`src/rtl/uart_rx_core_if.sv`:
```
// Receiver-to-user-logic bundle: decoded byte, status pulses and line status.
// master = the receiver driving these signals, slave = the consuming logic.
// All signals are synchronous to the receiver clock.
interface uart_rx_core_if #(
  parameter int DATA_BITS = 8
);
  logic [DATA_BITS-1:0] RX_DATA;
  logic                 RX_VALID;
  logic                 FRAME_ERR;
  logic                 PARITY_ERR;
  logic                 BUSY;
  logic                 ACTIVITY;

  modport master (
    output RX_DATA, RX_VALID, FRAME_ERR, PARITY_ERR, BUSY, ACTIVITY
  );

  modport slave (
    input RX_DATA, RX_VALID, FRAME_ERR, PARITY_ERR, BUSY, ACTIVITY
  );
endinterface

```
`src/rtl/uart_rx_core.sv`:
```
// UART receiver: 2-flop synchroniser, mid-bit sampling FSM, error pulses, activity stretcher.
// Latency: RX_VALID 2 + CLKS_PER_BIT/2 + (DATA_BITS + P + 1)*CLKS_PER_BIT clocks after the start edge.
// No backpressure: each byte is offered once with a one-cycle strobe. Parity via macro UART_RX_PARITY_EN.
module uart_rx_core #(
  parameter int CLK_FREQ   = 50_000_000,
  parameter int BAUD       = 115_200,
  parameter int DATA_BITS  = 8,
  parameter int ACT_HOLD   = 50_000_000,
  parameter int PARITY_ODD = 0
) (
  input  logic           FPGA_CLK,
  input  logic           RST_N,
  input  logic           UART_RXD,
  uart_rx_core_if.master rx
);

  // CLKS_PER_BIT must be at least 4 so the half-bit start check is meaningful.
  localparam int CLKS_PER_BIT = CLK_FREQ / BAUD;
  localparam int CNT_W        = $clog2(CLKS_PER_BIT);
  localparam int HOLD_W       = (ACT_HOLD > 1) ? $clog2(ACT_HOLD) : 1;

  localparam logic [CNT_W-1:0]  HALF_M1   = CNT_W'(CLKS_PER_BIT / 2 - 1);
  localparam logic [CNT_W-1:0]  BIT_M1    = CNT_W'(CLKS_PER_BIT - 1);
  localparam logic [3:0]        BIT_LAST  = 4'(DATA_BITS - 1);
  localparam logic [HOLD_W-1:0] HOLD_LOAD = HOLD_W'(ACT_HOLD - 1);
`ifdef UART_RX_PARITY_EN
  localparam logic              ODD_BIT   = (PARITY_ODD != 0);
`endif

  typedef enum logic [2:0] {
    S_IDLE   = 3'd0,
    S_START  = 3'd1,
    S_DATA   = 3'd2,
    S_STOP   = 3'd3,
    S_BREAK  = 3'd4
`ifdef UART_RX_PARITY_EN
    , S_PARITY = 3'd5
`endif
  } state_t;

  state_t                state_q, state_d;
  logic [1:0]            sync_q;
  logic [CNT_W-1:0]      cnt_q, cnt_d;
  logic [3:0]            bit_q, bit_d;
  logic [DATA_BITS-1:0]  sh_q, sh_d;
  logic [DATA_BITS-1:0]  data_q, data_d;
  logic                  vld_q, vld_d;
  logic                  ferr_q, ferr_d;
  logic                  perr_q, perr_d;
  logic [HOLD_W-1:0]     hold_q, hold_d;
  logic                  busy;
  logic                  rxd_s;
  logic                  stop_tick;
`ifdef UART_RX_PARITY_EN
  logic                  par_q, par_d;
`endif

  // Only the second synchroniser stage is ever looked at by the decoder.
  assign rxd_s     = sync_q[1];
  assign stop_tick = (state_q == S_STOP) && (cnt_q == BIT_M1);

  // State register, synchroniser and all output flops.
  always_ff @(posedge FPGA_CLK or negedge RST_N) begin
    if (!RST_N) begin
      sync_q  <= 2'b11;
      state_q <= S_IDLE;
      cnt_q   <= '0;
      bit_q   <= '0;
      sh_q    <= '0;
      data_q  <= '0;
      vld_q   <= 1'b0;
      ferr_q  <= 1'b0;
      perr_q  <= 1'b0;
      hold_q  <= '0;
`ifdef UART_RX_PARITY_EN
      par_q   <= 1'b0;
`endif
    end else begin
      sync_q  <= {sync_q[0], UART_RXD};
      state_q <= state_d;
      cnt_q   <= cnt_d;
      bit_q   <= bit_d;
      sh_q    <= sh_d;
      data_q  <= data_d;
      vld_q   <= vld_d;
      ferr_q  <= ferr_d;
      perr_q  <= perr_d;
      hold_q  <= hold_d;
`ifdef UART_RX_PARITY_EN
      par_q   <= par_d;
`endif
    end
  end

  // Next-state: bit timing, sampling at mid-bit and frame sequencing.
  always_comb begin
    state_d = state_q;
    cnt_d   = cnt_q + CNT_W'(1);
    bit_d   = bit_q;
    sh_d    = sh_q;
`ifdef UART_RX_PARITY_EN
    par_d   = par_q;
`endif
    case (state_q)
      S_IDLE: begin
        cnt_d = '0;
        bit_d = '0;
        if (!rxd_s) state_d = S_START;
      end
      S_START: begin
        // A start bit that is high again at its mid-point was a glitch.
        if (cnt_q == HALF_M1) begin
          cnt_d   = '0;
          bit_d   = '0;
          state_d = rxd_s ? S_IDLE : S_DATA;
        end
      end
      S_DATA: begin
        if (cnt_q == BIT_M1) begin
          cnt_d = '0;
          sh_d  = {rxd_s, sh_q[DATA_BITS-1:1]};
          if (bit_q == BIT_LAST) begin
`ifdef UART_RX_PARITY_EN
            state_d = S_PARITY;
`else
            state_d = S_STOP;
`endif
          end else begin
            bit_d = bit_q + 4'd1;
          end
        end
      end
`ifdef UART_RX_PARITY_EN
      S_PARITY: begin
        if (cnt_q == BIT_M1) begin
          cnt_d   = '0;
          par_d   = rxd_s;
          state_d = S_STOP;
        end
      end
`endif
      S_STOP: begin
        // Returning to IDLE at the stop mid-point lets a back-to-back start bit through.
        if (cnt_q == BIT_M1) begin
          cnt_d   = '0;
          state_d = rxd_s ? S_IDLE : S_BREAK;
        end
      end
      S_BREAK: begin
        // Wait out a held-low line so a long break yields a single frame error.
        cnt_d = '0;
        if (rxd_s) state_d = S_IDLE;
      end
      default: begin
        cnt_d   = '0;
        state_d = S_IDLE;
      end
    endcase
  end

  // Outputs: byte/strobe/error pulses at the stop sample and the activity hold counter.
  always_comb begin
    data_d = data_q;
    vld_d  = 1'b0;
    ferr_d = 1'b0;
    perr_d = 1'b0;
    hold_d = (hold_q != '0) ? (hold_q - HOLD_W'(1)) : hold_q;
    if ((state_q == S_IDLE) && !rxd_s) hold_d = HOLD_LOAD;
    if (stop_tick) begin
      if (rxd_s) begin
        vld_d  = 1'b1;
        data_d = sh_q;
`ifdef UART_RX_PARITY_EN
        perr_d = par_q ^ (^sh_q) ^ ODD_BIT;
`endif
      end else begin
        ferr_d = 1'b1;
      end
    end
  end

  assign busy          = (state_q != S_IDLE);
  assign rx.RX_DATA    = data_q;
  assign rx.RX_VALID   = vld_q;
  assign rx.FRAME_ERR  = ferr_q;
  assign rx.PARITY_ERR = perr_q;
  assign rx.BUSY       = busy;
  assign rx.ACTIVITY   = (hold_q != '0) || busy;

endmodule

```
`src/flat_wrapper.sv`:
```
// flat-port wrapper written by rule: the top's interface ports become plain ports
module uart_rx_core_flat 
#(
  parameter int CLK_FREQ   = 50_000_000,
  parameter int BAUD       = 115_200,
  parameter int DATA_BITS  = 8,
  parameter int ACT_HOLD   = 50_000_000,
  parameter int PARITY_ODD = 0
)
  (FPGA_CLK, RST_N, UART_RXD, rx_RX_DATA, rx_RX_VALID, rx_FRAME_ERR, rx_PARITY_ERR, rx_BUSY, rx_ACTIVITY);
  uart_rx_core_if #(.DATA_BITS(DATA_BITS)) rx_i ();
  input  logic FPGA_CLK;
  input  logic RST_N;
  input  logic UART_RXD;
  output wire logic [$bits(rx_i.RX_DATA)-1:0] rx_RX_DATA;
  output wire logic [$bits(rx_i.RX_VALID)-1:0] rx_RX_VALID;
  output wire logic [$bits(rx_i.FRAME_ERR)-1:0] rx_FRAME_ERR;
  output wire logic [$bits(rx_i.PARITY_ERR)-1:0] rx_PARITY_ERR;
  output wire logic [$bits(rx_i.BUSY)-1:0] rx_BUSY;
  output wire logic [$bits(rx_i.ACTIVITY)-1:0] rx_ACTIVITY;
  assign rx_RX_DATA = rx_i.RX_DATA;
  assign rx_RX_VALID = rx_i.RX_VALID;
  assign rx_FRAME_ERR = rx_i.FRAME_ERR;
  assign rx_PARITY_ERR = rx_i.PARITY_ERR;
  assign rx_BUSY = rx_i.BUSY;
  assign rx_ACTIVITY = rx_i.ACTIVITY;
  uart_rx_core #(.CLK_FREQ(CLK_FREQ), .BAUD(BAUD), .DATA_BITS(DATA_BITS), .ACT_HOLD(ACT_HOLD), .PARITY_ODD(PARITY_ODD)) u_core (.FPGA_CLK(FPGA_CLK), .RST_N(RST_N), .UART_RXD(UART_RXD), .rx(rx_i));
endmodule
```
`config.mk`:
```
export PLATFORM = sky130hd
export DESIGN_NAME = uart_rx_core_flat
export DESIGN_NICKNAME = d
export VERILOG_FILES = /design/src/rtl/uart_rx_core_if.sv /design/src/rtl/uart_rx_core.sv /design/src/flat_wrapper.sv
export SDC_FILE = /design/constraint.sdc
export NUM_CORES = 1
export LEC_CHECK = 0
export BUFFER_PORTS_ARGS = -buffer_cell sky130_fd_sc_hd__buf_2
export CAP_MARGIN = 20
export CELL_PAD_IN_SITES_DETAIL_PLACEMENT = 1
export CELL_PAD_IN_SITES_GLOBAL_PLACEMENT = 1
export CORE_MARGIN = 5
export CORE_UTILIZATION = 35
export CTS_BUF_LIST = sky130_fd_sc_hd__clkbuf_4 sky130_fd_sc_hd__clkbuf_8 sky130_fd_sc_hd__clkbuf_16
export DETAILED_ROUTE_END_ITERATION = 10
export PLACE_DENSITY = 0.65
export SYNTH_ARGS = -nofsm -noshare
export SYNTH_HDL_FRONTEND = slang
export SYNTH_SLANG_ARGS = --single-unit
export TNS_END_PERCENT = 10
```
`constraint.sdc`:
```
create_clock -name FPGA_CLK -period 4 [get_ports FPGA_CLK]
set_input_delay 0.8 -clock FPGA_CLK [delete_from_list [all_inputs] [get_ports FPGA_CLK]]
set_output_delay 0.8 -clock FPGA_CLK [all_outputs]
set_load 0.02 [all_outputs]
```
### Word level (Yosys, flattened, before mapping)

Cells that the tools add are included.

* flip-flop bits (word level): 62
* input port bits: 3
* output and inout port bits: 13
* logic and storage cells: 62

* add/subtract/negate cells: 3
* eq/ne operators: 14
* muxes and demuxes: 22
* reduce and logical (&&, ||, !) cells: 14

Operators by type and width (count)
* 2-to-1 mux 26 bit: 2
* nonzero test 26 bit: 1
* subtractor 26 x 1 -> 26 bit, second input constant: 1
* 2-to-1 mux 3 bit: 7
* 2-to-1 mux 9 bit: 2
* case mux 9 bit (2 select lines): 1
* case mux 3 bit (5 select lines): 1
* 2-to-1 mux 4 bit: 3
* case mux 4 bit (3 select lines): 1
* adder 9 x 1 -> 9 bit, second input constant: 1
* == test 9 x 8 -> 1 bit, second input constant: 1
* == test 9 bit, second input constant: 1
* != test 2 x 1 -> 1 bit, second input constant: 4
* == test 3 x 2 -> 1 bit, second input constant: 2
* != test 2 bit, second input constant: 3
* AND reduction 6 bit: 1
* nonzero test 3 bit: 2
* adder 4 x 1 -> 4 bit, second input constant: 1
* == test 4 x 3 -> 1 bit, second input constant: 1
* 2-to-1 mux 1 bit: 4
* AND reduction 2 bit: 2
* AND reduction 4 bit: 1
* == test 3 x 1 -> 1 bit, second input constant: 1
* == test 3 bit, second input constant: 1
* other kinds (7): 8

### Longest topological paths before layout

Gate-level depths: netlist of run 1.

* depth after elaboration: 4
* gate-level depth with buffers: 8
* gate-level depth less buffers: 7

### Least setup slack after synthesis of run 1

Ideal clock, no wire load.

* kind: reg-to-output
* start point: register u_core.hold_q[8]
* end point: output port rx_ACTIVITY
* data arrival time: 1.588 ns
* required time: 3.200 ns
* slack: 1.612 ns
* stages on the path, launching flop included: 6
* buffers on the path: 1
* path through: dfrtp_1 -> nor4_4 -> nand4_1 -> buf_2 -> nor2_2 -> nand2_1

* longest elaborated chain between the ends: 2

RTL lines
* from (decl): RTL line uart_rx_core.sv:50 `logic [HOLD_W-1:0] hold_q, hold_d;`
* from (signal assigned): RTL line uart_rx_core.sv:88 `hold_q <= hold_d;`
* nonzero test 26 bit: RTL line uart_rx_core.sv:188 `assign rx.ACTIVITY = (hold_q != '0) || busy;`
* logical OR 1 bit: RTL line uart_rx_core.sv:188
* to (decl): RTL line flat_wrapper.sv:20 `output wire logic [$bits(rx_i.ACTIVITY)-1:0] rx_ACTIVITY;`

No other way between the ends.

### Worst setup path in the final report of run 1

* start point: register u_core.hold_q[16]
* end point: output port rx_ACTIVITY

The elaborated chain is that of the path after synthesis.

==> results of run 1 <==
critical path, cell delays in order (launching register included):
cell and delay, ns:
dfrtp_1 0.43, nor4_2 0.55, nand4_4 0.30, nor2_2 0.32, nand2_1 0.08, buf_2 0.18
final cells by class:
type                       count  area, um2
fill                         962       5150
sequential                    62       1550
multi-input combinational    205       1420
clock buffer                  12        165
tap                          108        135
timing repair buffer          16       85.1
clock inverter                 4       53.8
inverter                       6       22.5
worst paths after layout:
| check | cells after the start | startpoint | slack, ns | end |
|---|---|---|---|---|
| worst max-delay path | 5 | u_core.hold_q[16] | 1.00 | rx_ACTIVITY |
| worst max register to register | 7 | u_core.cnt_q[1] | 1.64 | u_core.state_q[0] |
| min in group asynchronous | 1 | RST_N | 0.54 | u_core.rx.RX_DATA[1] |
| max in group asynchronous | 2 | RST_N | 2.58 | u_core.hold_q[19] |
| worst min register to register | 0 | u_core.sync_q[0] | 0.36 | u_core.sync_q[1] |
| worst min-delay path | 0 | u_core.sync_q[0] | 0.36 | u_core.sync_q[1] |
power groups by stage:
stage	clock, W	sequential, W	combinational [W]
final	0.000583	0.000630	0.0000153
after global routing	0.000634	0.000630	0.0000190
after CTS	0.000606	0.000630	0.0000165
after detailed placement	0	0.000642	0.0000166
after global placement	0	0.000642	0.0000163
after floorplan	0	0.000641	0.00000224
cells by family after synthesis:
family | count (synthesis) | synth area share [%]
and+or+nand+nor | 125 | 23.4
muxes | 19 | 6.99
AOI/OAI and AO/OA | 35 | 8.47
buffers and inverters | 15 | 2.10
xor gates and xnor gates | 20 | 5.76
other | 1 | 0.123
adders and majority gates | 5 | 2.06
DFF | 62 | 51.1
flip-flops by register name (all words and copies together) (netlist names):
| register | cells |
|---|---|
| u_core.bit_q | 4 |
| u_core.cnt_q | 9 |
| u_core.hold_q | 26 |
| u_core.rx.FRAME_ERR | 1 |
| u_core.rx.RX_DATA | 8 |
| u_core.rx.RX_VALID | 1 |
| u_core.sh_q | 8 |
| u_core.state_q | 3 |
| u_core.sync_q | 2 |
per-stage QoR:
stage / total power (W) / cell area, um2 / util, % / setup slack [ns] / hold WS [ns]
finish: 0.00123 / 3440 / 40.0 / 1.00 / 0.356
global route: 0.00128 / 3440 / 40.0 / 0.817 / 0.369
CTS: 0.00125 / 3440 / 40.0 / 0.951 / 0.358
detailed placement: 0.000658 / 3220 / 37.5 / 1.34 / 0.349
global placement: 0.000658 / 3220 / 37.5 / 1.41 / 0.348
floorplan: 0.000644 / 3040 / - / 1.61 / 0.345
cell usage in the layout (no fill, tap or decap), types with 3 or more instances in the layout:
cell type   n
clkbuf_8   12
nand2_1    27
nand4_1     3
o21ai_0     4
nor2_1     31
nor3_1     11
nor2b_1     3
and3_1      4
nor4_2      3
buf_2      14
xnor2_1     9
dfrtp_1    60
o31ai_1     3
xor2_1     11
a21oi_1     5
nor3b_1     3
inv_1       6
ha_1        5
nand3_1     5
o211ai_1    7
nor4_1      4
or3_1       5
and2_1      4
mux2_2     17
per-layer routing:
| layer | vias to the layer above | track usage [%] |
|---|---|---|
| li1 | 1039 | - |
| met1 | 1067 | 16.5 |
| met2 | 25 | 20.6 |
| met3 | 13 | 2.75 |
| met4 | 0 | 7.47 |
| met5 | - | 0 |
==> flow_metrics.tcl, run 1 <==
set metrics [dict create \
    status "completed" \
    pwr-share-clk_pct 47.5 \
    crit_path_end_kind "primary output" \
    wl_met2_um 2920 \
    cts_tree "built" \
    grt_pass1_vias 2242 \
    ctsHoldBuffers 0 \
    finalCritPeriodShare_pct 74.9 \
    routed.top_layer "met4" \
    p_leak_nw 1.48 \
    antenna_found_initial 0 \
    drtIter0Drc 70 \
    ys_ff_latch 62 \
    comb_power_share_pct 1.2 \
    synth_edf_count 0 \
    worst_skew_pair.late_latency_ns 0.34 \
    fin_cells 413 \
    synthCells 282 \
    overflow 0 \
    cts-root-buf "clkbuf_8" \
    final_max_slew_viol_count 0 \
    yosys_warnings 0 \
    fin_nets 308 \
    worstSetupPathType "reg2out" \
    numPortBuffers 14 \
    fmax_mhz 334 \
    swShare_pct 21.1 \
    fp.dieH_um 103 \
    vias 2144 \
    internal-power_w 0.000970 \
    p_seq_share_pct 51.3 \
    wirelength_um 6280 \
    skew_ns 0.0132 \
    async_reset_ff_share_pct 100 \
    post_cts_resize_count 0 \
    dp_hpwl_um 4470 \
    fp.dieArea_um2 10700 \
    grt_pass1_wl_um 10800 \
    drt-pass1-iter-count 3 \
    clock-sinks 62 \
    rsz0062_at_grt "false" \
    cts_setup_buffers 0 \
    p_sw_w 0.000259 \
    critPathMaxFanout 10 \
    drive_above_1_share_pct 21.0 \
    htree_levels 3 \
    synth.area.top_cells "dfrtp_1, mux2_2, nor2_1" \
    route.detailed.drc 0 \
    initial_core_util_pct 35.4 \
    syn_nets 290 \
    core_um2 8590 \
    grt_use_total_pct 13.0 \
    critPathLaunchType "flop" \
    area_growth_pct 13.1 \
    timing.max_slew.rel_slack_pct 36.2 \
    dpl.cell_count 397 \
    max_cap_violations 0 \
    netlist.area_leader.share_pct 49.4 \
    met3_length_um 175 \
    postRouteAntennaNets 0 \
    arrival_ns 2.20 \
    vias_per_cell 5.19 \
    wl_per_cell_um 15.2 \
    synth_commonest_cells "dfrtp_1, nor2_1, nand2_1" \
    postSynthAreaPerCell_um2 10.8 \
    boundaryPins 16 \
    synth_area_um2 3040 \
    setup_viol 0 \
    seq_area_frac_synth_pct 51.1 \
    grt_max_degree 36 \
    tns_ns 0 \
    power_density_nw_per_um2 357 \
    antenna_cells 0 \
    synth.most_common_cell "dfrtp_1" \
    cts_buffers 9 \
    worstHoldPathType "reg2reg" \
    clk_path_buf_depth 2 \
    cp.required_ns 3.20 \
    clk_pin_slew_ns 0.06 \
    wl_met1_um 2990 \
    ys_types 59 \
    yosys.area.top_type "dfrtp_1" \
    fp.dieW_um 103 \
    tightestPinTransition_ns 0.954 \
    finalHoldViolations 0 \
    peakVddDrop_uv 132 \
    synth-main-ff-cell "dfrtp_1" \
    period_needed_ns 3.00 \
    placementRows 34 \
    gp_routability_congestion 0.774 \
]
(Power assumes the default switching activity.)
==> run 2, diff against run 1 <==
PLACE_DENSITY = 0.67   (was 0.65)
clock period = 2.7 ns   (was 4 ns; I/O delays follow)
==> run 2 against run 1 <==
Net effect: count of clock-buffer cells in the layout down 2; cell count up 0.97%; non-clock buffer count up 4; via count up 2.6%; hold slack worse by 0.20 ns; worst setup slack worse by 0.85 ns; total power up 48%; first-iteration DRC count up 13%.
==> flow_metrics.tcl, run 2 (synthesis results as in run 1) <==
set metrics [dict create \
    fp.dieH_um 103 \
    fp.dieW_um 103 \
    top_regs "u_core.hold_q: 26 flops, u_core.cnt_q: 9 flops" \
    setup_viol 0 \
    rsz0062_at_grt "false" \
    peakVddDrop_uv 163 \
    p_seq_share_pct 51.4 \
    skew_ns 0.00986 \
    fp.dieArea_um2 10700 \
    stdcell_area_um2 3490 \
    critPathLaunchType "flop" \
    antenna_cells 0 \
    ctsHoldBuffers 0 \
    fmax_mhz 392 \
    worstHoldPathType "in2async" \
    tightestPinTransition_ns 0.681 \
    clk_pin_slew_ns 0.07 \
    initial_core_util_pct 35.4 \
    period_needed_ns 2.55 \
    worstSetupPathType "reg2out" \
    cts_setup_buffers 0 \
    grt_pass1_wl_um 11500 \
    grt_use_total_pct 13.8 \
    swShare_pct 23.3 \
    area_growth_pct 14.6 \
    wirelength_um 6690 \
    largest_reg_flops 26 \
    boundaryPins 16 \
    drtIter0Drc 79 \
    vias 2199 \
    cts_buffers 9 \
    post_cts_resize_count 0 \
    placementRows 34 \
    postRouteAntennaNets 0 \
    antenna_found_initial 0 \
    clk_path_buf_depth 2 \
    comb_power_share_pct 1.4 \
    setup_slack_ns 0.150 \
    top_register "u_core.hold_q" \
    numPortBuffers 14 \
    holdWs_ns 0.160 \
    status "completed" \
    worst-r2r-cell-count 6 \
    dpl-instance-area_um2 3260 \
    timing.max_slew.rel_slack_pct 54.6 \
    cp.required_ns 2.16 \
    route.detailed.drc 0 \
    r2r_end "u_core.sh_q[0]" \
    fin_nets 312 \
    internal-power_w 0.00139 \
    crit_path_end_kind "primary output" \
    reg2reg_from "u_core.cnt_q[1]" \
    htree_levels 3 \
    layout_commonest_cell "dfrtp_1" \
    worst_skew_pair.late_latency_ns 0.34 \
    cts-root-buf "clkbuf_8" \
    p_leak_nw 1.49 \
    gp_routability_congestion 0.781 \
    finalCritPeriodShare_pct 94.4 \
    cts_tree "built" \
    arrival_ns 2.01 \
    pwr-share-clk_pct 47.2 \
    critPathMaxFanout 10 \
    max_cap_violations 0 \
    layout_common_cells "dfrtp_1, nor2_1, nand2_1" \
    final_max_slew_viol_count 0 \
    finalHoldViolations 0 \
    ff2ff_setup_slack_ns 0.45 \
    grt_max_degree 43 \
    wl_per_cell_um 16.1 \
    core_um2 8590 \
    tns_ns 0 \
    dp_hpwl_um 4590 \
    clock-sinks 62 \
    p_sw_w 0.000423 \
    overflow 0 \
    dp_slack_ns 0.435 \
    grt_pass1_vias 2305 \
    drive_above_1_share_pct 22.3 \
    vias_per_cell 5.27 \
    drt-pass1-iter-count 4 \
    power_density_nw_per_um2 520 \
]
==> run 2: worst max path at each step <==
stage	start	endpoint	slack, ns	cells past startpoint
floorplan	u_core.hold_q[8]	rx_ACTIVITY	0.57	5
global placement	u_core.cnt_q[1]	u_core.rx.RX_DATA[6]	0.49	6
detailed placement	u_core.cnt_q[1]	u_core.rx.RX_DATA[2]	0.44	6
CTS	u_core.hold_q[16]	rx_ACTIVITY	0.12	5
global route	u_core.hold_q[20]	rx_ACTIVITY	0.02	5
finish	u_core.hold_q[20]	rx_ACTIVITY	0.15	5
==> run 2: cell type report <==
cell class / instances / area, um2
Clock buffer: 10 / 138
Clock inverter: 6 / 70.1
Fill cell: 962 / 5110
Inverter: 6 / 22.5
Multi-Input combinational cell: 205 / 1440
Sequential cell: 62 / 1550
Tap cell: 108 / 135
Timing Repair Buffer: 20 / 128
==> run 2: power by group through the flow <==
stage | Sequential [W] | Combinational (W) | Clock (W)
after floorplan | 0.000950 | 0.00000331 | 0
after global placement | 0.000951 | 0.0000264 | 0
after detailed placement | 0.000951 | 0.0000267 | 0
after CTS | 0.000932 | 0.0000268 | 0.000879
after global routing | 0.000933 | 0.0000301 | 0.000921
final | 0.000933 | 0.0000247 | 0.000857
==> run 2: worst max-delay path, cell delays in order (launching register included) <==
cell	delay, ns
dfrtp_1	0.44
nor4_2	0.53
nand4_4	0.30
nor2_2	0.17
nand2_1	0.06
buf_2	0.17
==> run 2: routing by layer <==
layer | wire, um | global-route usage, % | vias to the layer above
li1 | - | - | 1050
met1 | 3120 | 17.9 | 1109
met2 | 3230 | 22.4 | 26
met3 | 224 | 3.55 | 14
met4 | 125 | 5.08 | 0
met5 | 0 | 0 | -
==> run 2: metrics by stage <==
step,total power (W),utilization (%),instances
after global placement,0.000977,38.0,401
after CTS,0.00184,40.4,417
after global routing,0.00188,40.6,417
final,0.00181,40.6,417
after detailed placement,0.000977,38.0,401
after floorplan,0.000953,-,282
==> run 3, diff against run 2 <==
ABC_AREA = 1   (was unset)
CTS_CLUSTER_DIAMETER = 100   (was unset)
PLACE_DENSITY = 0.71   (was 0.67)
==> run 3 against run 2 <==
Net effect: global-route usage rose by 2.3 points; worst setup slack improved by 0.082 ns; design area rose by 7.1%; highest routed layer unchanged; non-clock buffer count fell by 2.
==> flow_metrics.tcl, run 3 <==
set metrics [dict create \
    cts-root-buf "clkbuf_8" \
    syn_nets 438 \
    largest_reg_flops 26 \
    worstHoldPathType "in2reg" \
    drt-pass1-iter-count 4 \
    worstSetupPathType "reg2out" \
    yosys_warnings 0 \
    route.detailed.drc 0 \
    cts_tree "built" \
    tightestPinTransition_ns 0.798 \
    gp_routability_congestion 0.862 \
    layout_commonest_cell "nand2_1" \
    synth_area_um2 3320 \
    antenna_found_initial 0 \
    finalHoldViolations 0 \
    grt_max_degree 63 \
    postRouteAntennaNets 0 \
    hold_start "UART_RXD" \
    postSynthAreaPerCell_um2 7.71 \
    synth.area.top_cells "dfrtp_1, nand2_1, nor2_1" \
    path_common_cell "nand2_1" \
    cp.required_ns 2.16 \
    reg2reg_from "u_core.cnt_q[1]" \
    finalPower_w 0.00182 \
    synth_edf_count 0 \
    cp_cell_sequence "inv_2 > ha_1 > nand2_1 > nor2_4 > nand2_1 > nor2_4 > nand2_1 > buf_2" \
    placementRows 35 \
    crit_path_end_kind "primary output" \
    r2r_end "u_core.rx.RX_DATA[7]" \
    worst-r2r-cell-count 7 \
    dp_slack_ns 0.515 \
    yosys.area.top_type "dfrtp_1" \
    synth-main-ff-cell "dfrtp_1" \
    drive_above_1_share_pct 14.4 \
    vias_per_cell 4.76 \
    tns_ns 0 \
    ys_types 35 \
    dp_hpwl_um 6170 \
    final_max_slew_viol_count 0 \
    multi_input_area_um2 1500 \
    max_cap_violations 0 \
    fmax_mhz 405 \
    clk_path_buf_depth 2 \
    critPathMaxFanout 7 \
    cpMaxStageDelayCell "dfrtp_1" \
    top_regs "u_core.hold_q: 26 flops, u_core.cnt_q: 9 flops" \
    holdWs_ns 0.285 \
    skew_ns 0.00655 \
    synth_commonest_cells "nand2_1, nor2_1, dfrtp_1" \
    n_fill_cell 1154 \
    grt_pass1_vias 3028 \
    core_um2 9240 \
    top_register "u_core.hold_q" \
    synth.most_common_cell "nand2_1" \
    grt_use_total_pct 16.1 \
    fp.dieArea_um2 11500 \
    rsz0062_at_grt "false" \
    synthCells 430 \
    arrival_ns 1.93 \
    peakVddDrop_uv 230 \
    finalCritPeriodShare_pct 91.4 \
    ys_ff_latch 62 \
    cts_setup_buffers 0 \
    fin_nets 461 \
    cts_buffers 9 \
    initial_core_util_pct 35.9 \
    boundaryPins 16 \
    drtIter0Drc 89 \
    cpPeakStageDelay_ns 0.43 \
    power_density_nw_per_um2 487 \
    wirelength_um 8260 \
    async_reset_ff_share_pct 100 \
    seq_area_um2 1550 \
    fp.dieW_um 107 \
    seq_area_frac_synth_pct 46.9 \
    critPathLaunchType "flop" \
    timing.max_slew.rel_slack_pct 46.8 \
    fp.dieH_um 107 \
    antenna_cells 0 \
    critPathTopFamily "simple AND/OR/NAND/NOR gates" \
    setup_viol 0 \
    p_leak_nw 1.79 \
    setup_slack_ns 0.232 \
    htree_levels 3 \
    cp.buffers_inverters 2 \
    wl_per_cell_um 14.1 \
    period_needed_ns 2.47 \
    grt_pass1_wl_um 14800 \
    vias 2793 \
    area_growth_pct 12.6 \
    numPortBuffers 14 \
    holdPathStages 1 \
    worst_skew_pair.late_latency_ns 0.35 \
    layout_common_cells "nand2_1, nor2_1, dfrtp_1" \
    overflow 0 \
    clock-sinks 62 \
    netlist.area_leader.share_pct 45.3 \
    status "completed" \
    clk_pin_slew_ns 0.08 \
    min_to "u_core.sync_q[0]" \
    ff2ff_setup_slack_ns 0.80 \
]
==> run 3: per-stage QoR <==
stage / util, % / area, um2 / cells
4_1_cts: 40.4 / 3730 / 587
3_3_place_gp: 38.1 / 3520 / 571
2_1_floorplan: - / 3320 / 430
5_1_grt: 40.4 / 3730 / 587
6_report: 40.4 / 3730 / 587
3_5_place_dp: 38.1 / 3520 / 571
==> run 3: repair_timing <==
action | 4_1_cts | 5_1_grt
setup endpoints to repair | 0 | 1
gates resized for setup | 0 | 1
hold buffers | 0 | 0
==> run 3: cell families (layout without fill, tap and decap cells) <==
| family | Yosys count | after routing | synth area share, % |
|---|---|---|---|
| simple gates | 250 | 250 | 33.5 |
| buf+inv | 64 | 92 | 8.18 |
| flops | 62 | 62 | 46.9 |
| compound gates | 39 | 39 | 7.05 |
| xor+xnor | 9 | 9 | 2.38 |
| fa+ha+maj | 5 | 5 | 1.89 |
| other cells | 1 | 1 | 0.113 |
==> run 3: how the worst max path moves through the flow <==
stage / start / end / cells past startpoint
final: u_core.hold_q[0] / rx_ACTIVITY / 8
after global routing: u_core.hold_q[0] / rx_ACTIVITY / 8
after CTS: u_core.hold_q[0] / rx_ACTIVITY / 8
after detailed placement: u_core.hold_q[0] / rx_ACTIVITY / 8
after global placement: u_core.hold_q[0] / rx_ACTIVITY / 8
after floorplan: u_core.hold_q[0] / rx_ACTIVITY / 7
==> run 3: power breakdown <==
group          internal [W]  switching (W)
clock              0.000439       0.000425
sequential         0.000930    0.000000919
combinational    0.00000225      0.0000205
==> run 3: area by class of cell <==
cell class	count	share of cell area, %
well taps	129	4.32
repair buffers	18	2.68
flip-flops and latches	62	41.6
multi-input cells	304	40.1
inverters	58	5.83
clock buffers	9	3.32
clock inverters	7	2.14
==> run 3: per-layer routing <==
layer | part of all wire [%] | track usage (%) | vias to the layer above
met4 | 1.2 | 5.23 | 0
li1 | - | - | 1405
met3 | 3.2 | 3.66 | 12
met2 | 48 | 26.6 | 35
met5 | 0 | 0 | -
met1 | 47 | 20.9 | 1341
